<file path="src/rtl/csi_sequence_parser_if.sv">
// ---------------------------------------------------------------------------
// csi_sequence_parser_if
// Byte-stream input and classified-command output of the escape/CSI parser.
//
//   data_valid / data / in_ready        host byte stream (valid/ready)
//   cmd_valid / cmd_ready               command handshake (valid/ready)
//   cmd_kind                            0 PRINT, 1 C0, 2 ESC, 3 CSI
//   cmd_final                           printable / control / final byte
//   cmd_private                         CSI private marker, 0 if none
//   cmd_inter                           last intermediate byte, 0 if none
//   cmd_nparams                         number of parameters present
//   cmd_params                          param i at [i*PARAM_W +: PARAM_W]
//   cmd_overflow                        params dropped or saturated
//
// Modports: master = byte source / command sink, slave = the parser.
// ---------------------------------------------------------------------------
interface csi_sequence_parser_if #(
    parameter int MAX_PARAMS = 16,
    parameter int PARAM_W    = 16
);
    localparam int NP_W = $clog2(MAX_PARAMS + 1);

    logic                          data_valid;
    logic [7:0]                    data;
    logic                          in_ready;
    logic                          cmd_valid;
    logic                          cmd_ready;
    logic [2:0]                    cmd_kind;
    logic [7:0]                    cmd_final;
    logic [7:0]                    cmd_private;
    logic [7:0]                    cmd_inter;
    logic [NP_W-1:0]               cmd_nparams;
    logic [MAX_PARAMS*PARAM_W-1:0] cmd_params;
    logic                          cmd_overflow;

    modport master (
        output data_valid, data, cmd_ready,
        input  in_ready, cmd_valid, cmd_kind, cmd_final, cmd_private,
               cmd_inter, cmd_nparams, cmd_params, cmd_overflow
    );

    modport slave (
        input  data_valid, data, cmd_ready,
        output in_ready, cmd_valid, cmd_kind, cmd_final, cmd_private,
               cmd_inter, cmd_nparams, cmd_params, cmd_overflow
    );
endinterface

</file>
<file path="src/rtl/csi_sequence_parser.sv">
// ---------------------------------------------------------------------------
// csi_sequence_parser
// Splits a raw host byte stream into one classified command per printable
// char, C0 control, ESC sequence or CSI sequence. CSI sequences carry up to
// MAX_PARAMS decimal parameters of PARAM_W bits each, plus private marker,
// last intermediate and an overflow flag. Commands are held on a valid/ready
// handshake; no input byte is taken while a command is pending.
//
// Ports:
//   clk   system clock
//   rst   asynchronous reset, active-high
//   bus   csi_sequence_parser_if.slave (byte input + command output)
//
// state       | meaning
// ------------+--------------------------------------------------------
// GROUND      | idle, printable / C0 bytes emitted directly
// ESCAPE      | ESC seen, waiting for '[', intermediate or final
// ESC_INTER   | ESC with intermediate(s), waiting for final
// CSI_ENTRY   | "ESC [" seen, nothing else yet
// CSI_PARAM   | collecting digits / ';' separators
// CSI_INTER   | CSI intermediate(s) seen, waiting for final
// CSI_IGNORE  | malformed CSI, swallowing up to its final byte
// ---------------------------------------------------------------------------
module csi_sequence_parser #(
    parameter int MAX_PARAMS    = 16,
    parameter int PARAM_W       = 16,
    parameter int PARAM_DEFAULT = 0
) (
    input  logic                  clk,
    input  logic                  rst,
    csi_sequence_parser_if.slave  bus
);
    localparam int NP_W = $clog2(MAX_PARAMS + 1);
    localparam int PV_W = MAX_PARAMS * PARAM_W;
    localparam int PR_W = PARAM_W + 5;   // wide enough for cur*10 + 9

    localparam logic [PARAM_W-1:0] DEF_P = PARAM_W'(PARAM_DEFAULT);
    localparam logic [PARAM_W-1:0] SAT_P = '1;
    localparam logic [PV_W-1:0]    DEF_V = {MAX_PARAMS{DEF_P}};

    localparam logic [2:0] K_PRINT = 3'd0;
    localparam logic [2:0] K_C0    = 3'd1;
    localparam logic [2:0] K_ESC   = 3'd2;
    localparam logic [2:0] K_CSI   = 3'd3;

    typedef enum logic [2:0] {
        S_GROUND,
        S_ESCAPE,
        S_ESC_INTER,
        S_CSI_ENTRY,
        S_CSI_PARAM,
        S_CSI_INTER,
        S_CSI_IGNORE
    } state_t;

    // sequence state
    state_t            state_q, state_d;
    logic [PARAM_W-1:0] cur_q, cur_d;
    logic              has_digit_q, has_digit_d;
    logic              any_param_q, any_param_d;
    logic [NP_W-1:0]   cnt_q, cnt_d;
    logic [PV_W-1:0]   params_q, params_d;
    logic [7:0]        priv_q, priv_d;
    logic [7:0]        inter_q, inter_d;
    logic              ovf_q, ovf_d;

    // command output registers
    logic              cmd_valid_q, cmd_valid_d;
    logic [2:0]        cmd_kind_q, cmd_kind_d;
    logic [7:0]        cmd_final_q, cmd_final_d;
    logic [7:0]        cmd_private_q, cmd_private_d;
    logic [7:0]        cmd_inter_q, cmd_inter_d;
    logic [NP_W-1:0]   cmd_nparams_q, cmd_nparams_d;
    logic [PV_W-1:0]   cmd_params_q, cmd_params_d;
    logic              cmd_overflow_q, cmd_overflow_d;

    logic              accept;
    logic [7:0]        b;
    logic              do_clear, do_digit, do_sep, do_csi, do_esc, do_simple;
    logic              do_commit;
    logic [2:0]        simple_kind;
    logic [PR_W-1:0]   prod;
    logic [PARAM_W-1:0] commit_val;

    always_ff @(posedge clk or posedge rst) begin
        if (rst) begin
            state_q        <= S_GROUND;
            cur_q          <= '0;
            has_digit_q    <= 1'b0;
            any_param_q    <= 1'b0;
            cnt_q          <= '0;
            params_q       <= DEF_V;
            priv_q         <= '0;
            inter_q        <= '0;
            ovf_q          <= 1'b0;
            cmd_valid_q    <= 1'b0;
            cmd_kind_q     <= '0;
            cmd_final_q    <= '0;
            cmd_private_q  <= '0;
            cmd_inter_q    <= '0;
            cmd_nparams_q  <= '0;
            cmd_params_q   <= '0;
            cmd_overflow_q <= 1'b0;
        end else begin
            state_q        <= state_d;
            cur_q          <= cur_d;
            has_digit_q    <= has_digit_d;
            any_param_q    <= any_param_d;
            cnt_q          <= cnt_d;
            params_q       <= params_d;
            priv_q         <= priv_d;
            inter_q        <= inter_d;
            ovf_q          <= ovf_d;
            cmd_valid_q    <= cmd_valid_d;
            cmd_kind_q     <= cmd_kind_d;
            cmd_final_q    <= cmd_final_d;
            cmd_private_q  <= cmd_private_d;
            cmd_inter_q    <= cmd_inter_d;
            cmd_nparams_q  <= cmd_nparams_d;
            cmd_params_q   <= cmd_params_d;
            cmd_overflow_q <= cmd_overflow_d;
        end
    end

    always_comb begin
        state_d        = state_q;
        cur_d          = cur_q;
        has_digit_d    = has_digit_q;
        any_param_d    = any_param_q;
        cnt_d          = cnt_q;
        params_d       = params_q;
        priv_d         = priv_q;
        inter_d        = inter_q;
        ovf_d          = ovf_q;
        cmd_valid_d    = cmd_valid_q;
        cmd_kind_d     = cmd_kind_q;
        cmd_final_d    = cmd_final_q;
        cmd_private_d  = cmd_private_q;
        cmd_inter_d    = cmd_inter_q;
        cmd_nparams_d  = cmd_nparams_q;
        cmd_params_d   = cmd_params_q;
        cmd_overflow_d = cmd_overflow_q;

        do_clear    = 1'b0;
        do_digit    = 1'b0;
        do_sep      = 1'b0;
        do_csi      = 1'b0;
        do_esc      = 1'b0;
        do_simple   = 1'b0;
        simple_kind = K_PRINT;

        b      = bus.data;
        accept = bus.data_valid && !cmd_valid_q;

        // ---------------- byte classification ----------------
        if (accept) begin
            if (state_q == S_GROUND) begin
                if (b == 8'h1B) begin
                    state_d  = S_ESCAPE;
                    do_clear = 1'b1;
                end else if (b < 8'h20) begin
                    do_simple   = 1'b1;
                    simple_kind = K_C0;
                end else if (b != 8'h7F) begin
                    do_simple   = 1'b1;
                    simple_kind = K_PRINT;
                end
            end else if (b == 8'h18 || b == 8'h1A) begin
                state_d = S_GROUND;
            end else if (b == 8'h1B) begin
                state_d  = S_ESCAPE;
                do_clear = 1'b1;
            end else if (b < 8'h20) begin
                // C0 inside a sequence: emitted, sequence state untouched
                do_simple   = 1'b1;
                simple_kind = K_C0;
            end else if (b != 8'h7F) begin
                // b is 0x20..0xFF here; bytes >= 0x80 are dropped in sequences
                case (state_q)
                    S_ESCAPE, S_ESC_INTER: begin
                        if (state_q == S_ESCAPE && b == 8'h5B) begin
                            state_d  = S_CSI_ENTRY;
                            do_clear = 1'b1;
                        end else if (b <= 8'h2F) begin
                            inter_d = b;
                            state_d = S_ESC_INTER;
                        end else if (b <= 8'h7E) begin
                            do_esc  = 1'b1;
                            state_d = S_GROUND;
                        end
                    end
                    S_CSI_ENTRY, S_CSI_PARAM: begin
                        if (b >= 8'h30 && b <= 8'h39) begin
                            do_digit = 1'b1;
                            state_d  = S_CSI_PARAM;
                        end else if (b == 8'h3B) begin
                            do_sep  = 1'b1;
                            state_d = S_CSI_PARAM;
                        end else if (b == 8'h3A) begin
                            state_d = S_CSI_IGNORE;
                        end else if (b >= 8'h3C && b <= 8'h3F) begin
                            // private marker only legal as the first byte
                            if (state_q == S_CSI_ENTRY) begin
                                priv_d  = b;
                                state_d = S_CSI_PARAM;
                            end else begin
                                state_d = S_CSI_IGNORE;
                            end
                        end else if (b <= 8'h2F) begin
                            inter_d = b;
                            state_d = S_CSI_INTER;
                        end else if (b <= 8'h7E) begin
                            do_csi  = 1'b1;
                            state_d = S_GROUND;
                        end
                    end
                    S_CSI_INTER: begin
                        if (b <= 8'h2F) begin
                            inter_d = b;
                        end else if (b <= 8'h3F) begin
                            state_d = S_CSI_IGNORE;
                        end else if (b <= 8'h7E) begin
                            do_csi  = 1'b1;
                            state_d = S_GROUND;
                        end
                    end
                    S_CSI_IGNORE: begin
                        if (b >= 8'h40 && b <= 8'h7E) begin
                            state_d = S_GROUND;
                        end
                    end
                    default: state_d = S_GROUND;
                endcase
            end
        end

        // ---------------- sequence datapath ----------------
        if (do_clear) begin
            cur_d       = '0;
            has_digit_d = 1'b0;
            any_param_d = 1'b0;
            cnt_d       = '0;
            params_d    = DEF_V;
            priv_d      = '0;
            inter_d     = '0;
            ovf_d       = 1'b0;
        end

        prod = PR_W'(cur_q) * PR_W'(10) + PR_W'(b[3:0]);
        if (do_digit) begin
            any_param_d = 1'b1;
            has_digit_d = 1'b1;
            if (prod[PR_W-1:PARAM_W] != '0) begin
                cur_d = SAT_P;
                ovf_d = 1'b1;
            end else begin
                cur_d = prod[PARAM_W-1:0];
            end
        end

        // The final byte commits the open parameter only if any digit or ';'
        // was seen, so "ESC [ m" reports zero params.
        do_commit  = do_sep || (do_csi && any_param_q);
        commit_val = has_digit_q ? cur_q : DEF_P;
        if (do_commit) begin
            if (cnt_q < NP_W'(MAX_PARAMS)) begin
                for (int i = 0; i < MAX_PARAMS; i++) begin
                    if (NP_W'(i) == cnt_q) begin
                        params_d[i*PARAM_W +: PARAM_W] = commit_val;
                    end
                end
                cnt_d = cnt_q + 1'b1;
            end else begin
                ovf_d = 1'b1;
            end
            cur_d       = '0;
            has_digit_d = 1'b0;
        end
        if (do_sep) begin
            any_param_d = 1'b1;
        end

        // ---------------- command output ----------------
        if (cmd_valid_q && bus.cmd_ready) begin
            cmd_valid_d = 1'b0;
        end

        if (do_simple || do_esc) begin
            cmd_valid_d    = 1'b1;
            cmd_kind_d     = do_esc ? K_ESC : simple_kind;
            cmd_final_d    = b;
            cmd_private_d  = '0;
            cmd_inter_d    = do_esc ? inter_q : 8'h00;
            cmd_nparams_d  = '0;
            cmd_params_d   = DEF_V;
            cmd_overflow_d = 1'b0;
        end

        if (do_csi) begin
            cmd_valid_d    = 1'b1;
            cmd_kind_d     = K_CSI;
            cmd_final_d    = b;
            cmd_private_d  = priv_q;
            cmd_inter_d    = inter_q;
            cmd_nparams_d  = any_param_q ? cnt_d : '0;
            cmd_params_d   = params_d;
            cmd_overflow_d = ovf_d;
        end
    end

    assign bus.in_ready     = !cmd_valid_q;
    assign bus.cmd_valid    = cmd_valid_q;
    assign bus.cmd_kind     = cmd_kind_q;
    assign bus.cmd_final    = cmd_final_q;
    assign bus.cmd_private  = cmd_private_q;
    assign bus.cmd_inter    = cmd_inter_q;
    assign bus.cmd_nparams  = cmd_nparams_q;
    assign bus.cmd_params   = cmd_params_q;
    assign bus.cmd_overflow = cmd_overflow_q;

endmodule

</file>
<file path="src/flat_wrapper.sv">
// flat-port wrapper written by rule: the top's interface ports become plain ports
module csi_sequence_parser_flat 
#(
    parameter int MAX_PARAMS    = 16,
    parameter int PARAM_W       = 16,
    parameter int PARAM_DEFAULT = 0
)
  (clk, rst, bus_data_valid, bus_data, bus_cmd_ready, bus_in_ready, bus_cmd_valid, bus_cmd_kind, bus_cmd_final, bus_cmd_private, bus_cmd_inter, bus_cmd_nparams, bus_cmd_params, bus_cmd_overflow);
  csi_sequence_parser_if #(.MAX_PARAMS(MAX_PARAMS), .PARAM_W(PARAM_W)) bus_i ();
  input  logic clk;
  input  logic rst;
  input wire logic [$bits(bus_i.data_valid)-1:0] bus_data_valid;
  input wire logic [$bits(bus_i.data)-1:0] bus_data;
  input wire logic [$bits(bus_i.cmd_ready)-1:0] bus_cmd_ready;
  output wire logic [$bits(bus_i.in_ready)-1:0] bus_in_ready;
  output wire logic [$bits(bus_i.cmd_valid)-1:0] bus_cmd_valid;
  output wire logic [$bits(bus_i.cmd_kind)-1:0] bus_cmd_kind;
  output wire logic [$bits(bus_i.cmd_final)-1:0] bus_cmd_final;
  output wire logic [$bits(bus_i.cmd_private)-1:0] bus_cmd_private;
  output wire logic [$bits(bus_i.cmd_inter)-1:0] bus_cmd_inter;
  output wire logic [$bits(bus_i.cmd_nparams)-1:0] bus_cmd_nparams;
  output wire logic [$bits(bus_i.cmd_params)-1:0] bus_cmd_params;
  output wire logic [$bits(bus_i.cmd_overflow)-1:0] bus_cmd_overflow;
  assign bus_i.data_valid = bus_data_valid;
  assign bus_i.data = bus_data;
  assign bus_i.cmd_ready = bus_cmd_ready;
  assign bus_in_ready = bus_i.in_ready;
  assign bus_cmd_valid = bus_i.cmd_valid;
  assign bus_cmd_kind = bus_i.cmd_kind;
  assign bus_cmd_final = bus_i.cmd_final;
  assign bus_cmd_private = bus_i.cmd_private;
  assign bus_cmd_inter = bus_i.cmd_inter;
  assign bus_cmd_nparams = bus_i.cmd_nparams;
  assign bus_cmd_params = bus_i.cmd_params;
  assign bus_cmd_overflow = bus_i.cmd_overflow;
  csi_sequence_parser #(.MAX_PARAMS(MAX_PARAMS), .PARAM_W(PARAM_W), .PARAM_DEFAULT(PARAM_DEFAULT)) u_core (.clk(clk), .rst(rst), .bus(bus_i));
endmodule
</file>
<file path="config.mk">
export PLATFORM = sky130hd
export DESIGN_NAME = csi_sequence_parser_flat
export DESIGN_NICKNAME = d
export VERILOG_FILES = /design/src/rtl/csi_sequence_parser_if.sv /design/src/rtl/csi_sequence_parser.sv /design/src/flat_wrapper.sv
export SDC_FILE = /design/constraint.sdc
export NUM_CORES = 1
export LEC_CHECK = 0
export CORE_ASPECT_RATIO = 1.2
export CORE_UTILIZATION = 55
export DETAILED_ROUTE_END_ITERATION = 7
export PLACE_DENSITY = 0.89
export RECOVER_POWER = 100
export SYNTH_ARGS = -nofsm -noshare
export SYNTH_HDL_FRONTEND = slang
export SYNTH_SLANG_ARGS = --single-unit
</file>
<file path="constraint.sdc">
create_clock -name clk -period 29.6 [get_ports clk]
set_clock_uncertainty 0.2 [all_clocks]
set_input_delay 5.92 -clock clk [delete_from_list [all_inputs] [get_ports clk]]
set_output_delay 5.92 -clock clk [all_outputs]
set_load 0.02 [all_outputs]
</file>
# Yosys cells after proc, flatten, opt, wreduce, memory -nomap -nowiden
# Index checks and enable logic that the tools add are counted.
# totals
ff_bits,589
out_inout_bits,291
word_cells,267
# op_classes
addsub,2
n_mul,1
order_cmp,9
eq_ne,44
muxes,164
n_reduce_logical,30
# op_table
op,n
256-bit 2-to-1 mux,5
16-bit 2-to-1 mux,21
8-bit 2-to-1 mux,33
3-bit 2-to-1 mux,24
1-bit 2-to-1 mux,71
4-bit by 5-bit equality test with 1-bit output (first input constant),8
5-bit 2-to-1 mux,6
8-bit by 5-bit equality test with 1-bit output (second input constant),3
8-bit by 6-bit <= comparator with 1-bit output (second input constant),3
8-bit case mux with 3 select lines,1
12-bit AND reduction,2
20-bit by 4-bit adder with 21-bit output,1
3-bit by 5-bit equality test with 1-bit output (first input constant),4
16-bit by 3-bit multiplier with 19-bit output (second input constant),1
8-bit by 6-bit equality test with 1-bit output (second input constant),2
8-bit by 6-bit >= comparator with 1-bit output (second input constant),2
3-bit by 2-bit inequality test with 1-bit output (second input constant),5
2-bit by 1-bit inequality test with 1-bit output (second input constant),7
3-bit case mux with 4 select lines,1
2-bit nonzero test,6
3-bit nonzero test,4
2-bit by 5-bit equality test with 1-bit output (first input constant),2
3-bit equality test (second input constant),3
8-bit by 7-bit equality test with 1-bit output (second input constant),1
24 further kinds,34

# Longest topological paths before layout
# logic_depth
depth_word,19
ltp_mapped,13
ltp_nobuf,12

# Worst setup path before layout
# OpenSTA, ideal clock, no wires.
# synth_timing
path_type,input to register
from,input bus_data[6]
to,register u_core.cmd_params_q[76] (netlist: u_core.bus.cmd_params[76])
t_arrival_ns,7.992
slack_ns,21.287
stages,12
path_cell_list,clkbuf_1 > inv_1 > a211o_1 > nor4_4 > a21o_1 > buf_4 > buf_6 > nand4_1 > buf_2 > nand3_1 > o21ai_0 > a22o_1
# synth_via
elab_chain_len,18
word_cells_on_any_way,76
# synth_rtl
item,line_no,rtl
"start, declared",flat_wrapper.sv:13,input wire logic [$bits(bus_i.data)-1:0] bus_data;
8-bit by 7-bit <= comparator with 1-bit output,"csi_sequence_parser.sv:212, csi_sequence_parser.sv:222",
1-bit 2-to-1 mux,"csi_sequence_parser.sv:212, csi_sequence_parser.sv:222",
1-bit 2-to-1 mux,csi_sequence_parser.sv:184,end else if (b <= 8'h2F) begin
1-bit 2-to-1 mux,csi_sequence_parser.sv:201,end else if (b >= 8'h3C && b <= 8'h3F) begin
1-bit 2-to-1 mux,csi_sequence_parser.sv:199,end else if (b == 8'h3A) begin
1-bit 2-to-1 mux,csi_sequence_parser.sv:196,end else if (b == 8'h3B) begin
1-bit 2-to-1 mux,csi_sequence_parser.sv:193,if (b >= 8'h30 && b <= 8'h39) begin
1-bit case mux with 2 select lines,csi_sequence_parser.sv:179,case (state_q)
[3 not listed],--,
1-bit 2-to-1 mux,csi_sequence_parser.sv:168,end else if (b == 8'h18 || b == 8'h1A) begin
1-bit 2-to-1 mux,csi_sequence_parser.sv:157,if (state_q == S_GROUND) begin
1-bit 2-to-1 mux,csi_sequence_parser.sv:156,if (accept) begin
1-bit logical AND,csi_sequence_parser.sv:263,do_commit = do_sep || (do_csi && any_param_q);
1-bit logical OR,csi_sequence_parser.sv:263,
256-bit 2-to-1 mux (*),csi_sequence_parser.sv:265,if (do_commit) begin
net u_core.params_d[76],csi_sequence_parser.sv:62,"logic [PV_W-1:0] params_q, params_d;"
256-bit 2-to-1 mux (*),csi_sequence_parser.sv:299,if (do_csi) begin
"end signal, assigned",csi_sequence_parser.sv:120,cmd_params_q <= cmd_params_d;
"end, declared",csi_sequence_parser.sv:74,"logic [PV_W-1:0] cmd_params_q, cmd_params_d;"
# The timed path passes the listed nets; every way through them passes the cells marked *.
# A chain may end at the register's enable or synchronous reset.

# Worst setup path in the final report
# layout_timing
from,input bus_data[0]
to,register u_core.cmd_params_q[238] (netlist: u_core.bus.cmd_params[238])
# The elaborated chain is that of the path after synthesis.

==> flow_results.org <==
** Setup path
- Worst-path cell chain :: dlygate4sd3_1 -> and4b_1 -> and2_0 -> nand3_1 -> clkbuf_1 -> clkbuf_1 -> nand3_1 -> o21ai_0 -> a22o_1
- The worst setup path is launched from a primary input.
- Endpoint of the worst register-to-register path :: u_core.bus.cmd_params[238]$_DFFE_PP0P_
- Timing startpoint of the critical path :: bus_data[0]
- Measured in cells, the most critical reg-to-reg path has a length of 9.
- At the worst endpoint, the required time is around 30 ns.
- The critical path ends at u_core.bus.cmd_params[238]$_DFFE_PP0P_.
- In this run the worst path has a maximum fanout of 112.
- Endpoint type of the worst setup path :: register
- The largest single stage delay on the critical path is ~3.7 ns.
- Data arrival at the endpoint of the critical path :: 16.90 ns
- The setup check on the worst reg-to-reg path leaves a slack of 18.89 ns.
- Reg-to-Reg Start :: u_core.state_q[1]$_DFFE_PP0P_
- Critical path start-end classification :: in -> reg
- CP max-delay cell :: clkbuf_1

** Yosys
- Sequential cell area fraction in the yosys report :: between 60% and 70%
- After synthesis, the largest family of logic cells by area is compound AO/OA/AOI/OAI gates.
- Mux cell area share after synthesis :: 0.632%
- Number of different library cells in the post-synthesis netlist :: 84
- Of the total synthesized cell area, the portion taken by XOR and XNOR cells is 0.787%.
- Fraction of synthesis flops using an asynchronous set or reset pin :: 100%
- Post-Syn Instances :: 1,976
- Post-Syn Area :: 23,400 µm²
- The synthesized netlist devotes roughly a tenth of its cell area to simple gates.
- A synthesized cell averages 11.8 µm².
- Total nets after synthesis :: approximately 2,000
- Yosys warnings :: 0
- Post-synthesis compound-gate area fraction :: roughly a fifth
- After Yosys synthesis, full adders, half adders and majority gates account for 2.05% of the synthesized area.
- Number of flip-flops and latches in the synthesized netlist :: 588
- Number of flops mapped to enable cells by yosys :: 0
- Prevailing post-synth register cell :: dfrtp_1

** Power
- The design draws between 1.5 and 2 mW.
- Peak supply drop :: between 0.00006 and 0.00007 V
- Leakage power figure :: ~14 nW
- Cell Pwr Density :: 62.2 nW/µm²

** Route
- Dividing the detail-routed wire length by the instance count gives 24.1 µm.
- Before antenna repair, the detailed router went through 5 iterations.
- The routed design has 66,800 µm of wire.
- Antenna viol nets, final :: 0
- For this run, design rule violations remaining after detail routing come to 0.
- Average via count per standard cell :: 6.53
- After the first detailed-routing iteration, the DRC count stood at 2,161.
- Via total after detailed routing :: 18,088

** Timing
- Final hold vios :: 0
- Headroom to the max-slew limit came out at -328%.
- Final Cycle Share :: 56.0%
- Final setup margin :: approximately 13 ns
- Setup total negative slack on the finished layout was measured at 0 ns.
- Final min period :: between 15 and 20 ns
- For the pin with the worst max-slew slack, the measured transition is about 6.4 ns.
- Final setup fails :: 0
- RSZ-0062 raised after global routing :: no
- Maximum frequency from static timing analysis :: about 60 MHz
- The final count of pins violating max slew came to between 900 and 1,000.

** Cells and area
- Final net count :: 2,231
- Share of final-layout standard cells stronger than drive strength 1 :: 6.34%
- Combined area of the multi-input logic cells :: 7790 µm²
- Fillcell total :: 2,888
- Registers take between 10,000 and 15,000 µm².
- The number of antenna diodes in the final layout is 0.
- Area delta synth->final :: 21.2%

** Placement
- Final RePlAce weighted congestion :: 0.860
- Port Buf Inserts :: approximately 300
- Post-detail-place hpwl :: 40,300 µm
- Timing analysis after detailed placement gives a worst setup slack of around 19 ns.

** Floorplanning
- The die covers 43,300 µm².
- Initial Util :: 55.8%
- Die X :: 190 µm
- Number of top-level design ports :: just over 300
- The die is 228 µm tall.
- Standard-cell rows :: 82
- After floorplanning, the core was sized to cover 41,900 µm².

** CTS
- TritonCTS created between 50 and 60 clock buffers.
- Post-CTS Repair Setup Buffers :: 0
- TritonCTS built the clock tree.
- Hold repair after CTS inserted 0 buffers.
- Clock tree root driver cell :: clkbuf_16
- Level count of the clock H-tree :: 2
- Clock insertion delay at the later pin of the skew report :: 0.59 ns
- Count of clock tree sinks :: 588
- After clock tree synthesis, the clock-pin slew on the worst setup and hold paths is 0.07 ns.
- CTS Buffer Depth :: 3
- In this run, post-CTS repair resized a total of 0 instances.

** Worst hold path
- In this run the worst hold path is classified as reg -> reg.

** Job
- Number of maximum-capacitance violations :: 13

** Outcome
- Failing checks :: capacitance limit, slew limit
- The flow ran to the end, but the final reports show violations.

** Global route
- Pin count of the biggest net entering global routing :: 239
- The number of global-route vias before repair is 18,066.
- First-pass GRT wire length :: 104,000 µm
- Global Route Usage Sum :: 31.0%
- Initial antenna violation count :: 1
- Global routing finished with a remaining overflow of 0.
-- registers in the layout, summed over array words and instances, names as in the netlist --
register,count
u_core.state_q,3
u_core.cnt_q,5
u_core.bus.cmd_private,8
u_core.has_digit_q,1
u_core.bus.cmd_final,8
u_core.priv_q,8
u_core.bus.cmd_params,256
u_core.cur_q,16
u_core.any_param_q,1
u_core.bus.cmd_valid,1
u_core.bus.cmd_overflow,1
u_core.ovf_q,1
u_core.bus.cmd_kind,2
u_core.inter_q,8
u_core.params_q,256
u_core.bus.cmd_nparams,5
u_core.bus.cmd_inter,8
-- worst min path at each step --
stage / startpoint / slack, ns / depth (start not counted) / to
6_report: u_core.bus.cmd_kind[1]$_DFFE_PP0P_ / 0.28 / 2 / u_core.bus.cmd_kind[1]$_DFFE_PP0P_
5_1_grt: u_core.bus.cmd_params[255]$_DFFE_PP0P_ / 0.31 / 1 / u_core.bus.cmd_params[255]$_DFFE_PP0P_
4_1_cts: u_core.bus.cmd_kind[1]$_DFFE_PP0P_ / 0.29 / 2 / u_core.bus.cmd_kind[1]$_DFFE_PP0P_
3_5_place_dp: u_core.bus.cmd_kind[1]$_DFFE_PP0P_ / 0.27 / 2 / u_core.bus.cmd_kind[1]$_DFFE_PP0P_
3_3_place_gp: u_core.bus.cmd_overflow$_DFFE_PP0P_ / 0.27 / 2 / u_core.bus.cmd_overflow$_DFFE_PP0P_
2_1_floorplan: u_core.priv_q[2]$_DFFE_PP0P_ / 0.25 / 2 / u_core.priv_q[2]$_DFFE_PP0P_
-- power breakdown --
group / total [mW] / switching [mW] / internal [mW]
Combinational: 0.202 / 0.147 / 0.0550
Sequential: 0.847 / 0.0215 / 0.825
Clock: 0.711 / 0.304 / 0.407
-- routing by layer --
| metal | part of all wire, % | wire [µm] | track usage, % | up-vias |
|---|---|---|---|---|
| met2 | 47 | 31700 | 48.6 | 998 |
| met5 | 0 | 0 | 0 | - |
| li1 | - | - | - | 7687 |
| met1 | 39 | 25700 | 41.1 | 9195 |
| met4 | 5.9 | 3920 | 16.6 | 0 |
| met3 | 8.2 | 5450 | 5.75 | 208 |
-- critical path: cells and delay by family --
family | cells | cell delay [ns]
AO/OA/AOI/OAI | 2 | 0.61
AND/OR/NAND/NOR | 4 | 3.13
buffers and inverters | 3 | 7.12
-- area by class of cell --
class / instances / area share [%]
multi-input cells: 1183 / 27.5
inverters: 29 / 0.389
well taps: 546 / 2.41
repair buffers: 327 / 11.3
flip-flops and latches: 588 / 52.0
clock buffers: 71 / 5.39
clock inverters: 26 / 1.05
-- cells in the final DEF, fill, tap and decap left out, types with 6 or more instances in the layout --
master           instances
mux2i_1                  8
inv_1                   27
xnor2_1                 13
o21ai_0                292
a21o_1                   6
xor2_1                   8
buf_4                   15
a21oi_1                 13
clkinv_2                15
dlygate4sd3_1          292
nand4_1                 11
clkbuf_1                15
nand2_1                 63
clkdlybuf4s50_1          9
a221o_1                 13
and3_1                   7
nor2_1                  30
nor3_1                   6
nor2b_1                 10
clkbuf_8                11
nand3_1                281
mux2_2                   6
dfrtp_1                588
ha_1                    35
clkbuf_16               54
a22o_1                 268
-- Yosys cell counts, drive strengths merged, types with 10 or more instances --
| cell | number | area (µm²) |
|---|---|---|
| xnor2 | 13 | 114 |
| o21ai | 294 | 1480 |
| nor2b | 10 | 62.6 |
| nand3 | 281 | 1410 |
| nand4 | 16 | 131 |
| inv | 28 | 105 |
| a21oi | 14 | 73.8 |
| clkbuf | 114 | 428 |
| nor2 | 31 | 119 |
| a221o | 13 | 130 |
| buf | 62 | 318 |
| a22o | 268 | 2350 |
| nand2 | 63 | 236 |
| dfrtp | 588 | 14700 |
| ha | 35 | 438 |
-- kinds of logic (layout without fill, tap and decap cells) --
| logic type | count (synthesis) | count (layout) |
|---|---|---|
| other | 1 | 1 |
| adder cells (fa/ha/maj) | 37 | 37 |
| buffers and inverters | 205 | 453 |
| flip-flops | 588 | 588 |
| AND/OR/NAND/NOR | 466 | 466 |
| multiplexers | 14 | 14 |
| XOR/XNOR | 21 | 21 |
| AO/OA/AOI/OAI | 644 | 644 |
-- through the flow --
stage                     hold slack, ns  util (%)  instances  instance area, µm²
after global routing               0.309      67.6       2770               28300
after detailed placement           0.271      63.4       2672               26500
after floorplan                    0.247         -       1976               23400
final                              0.285      67.6       2770               28300
after global placement             0.266      63.4       2672               26500
after CTS                          0.290      67.8       2769               28400
Note: power is estimated with default switching activity, not from simulation.
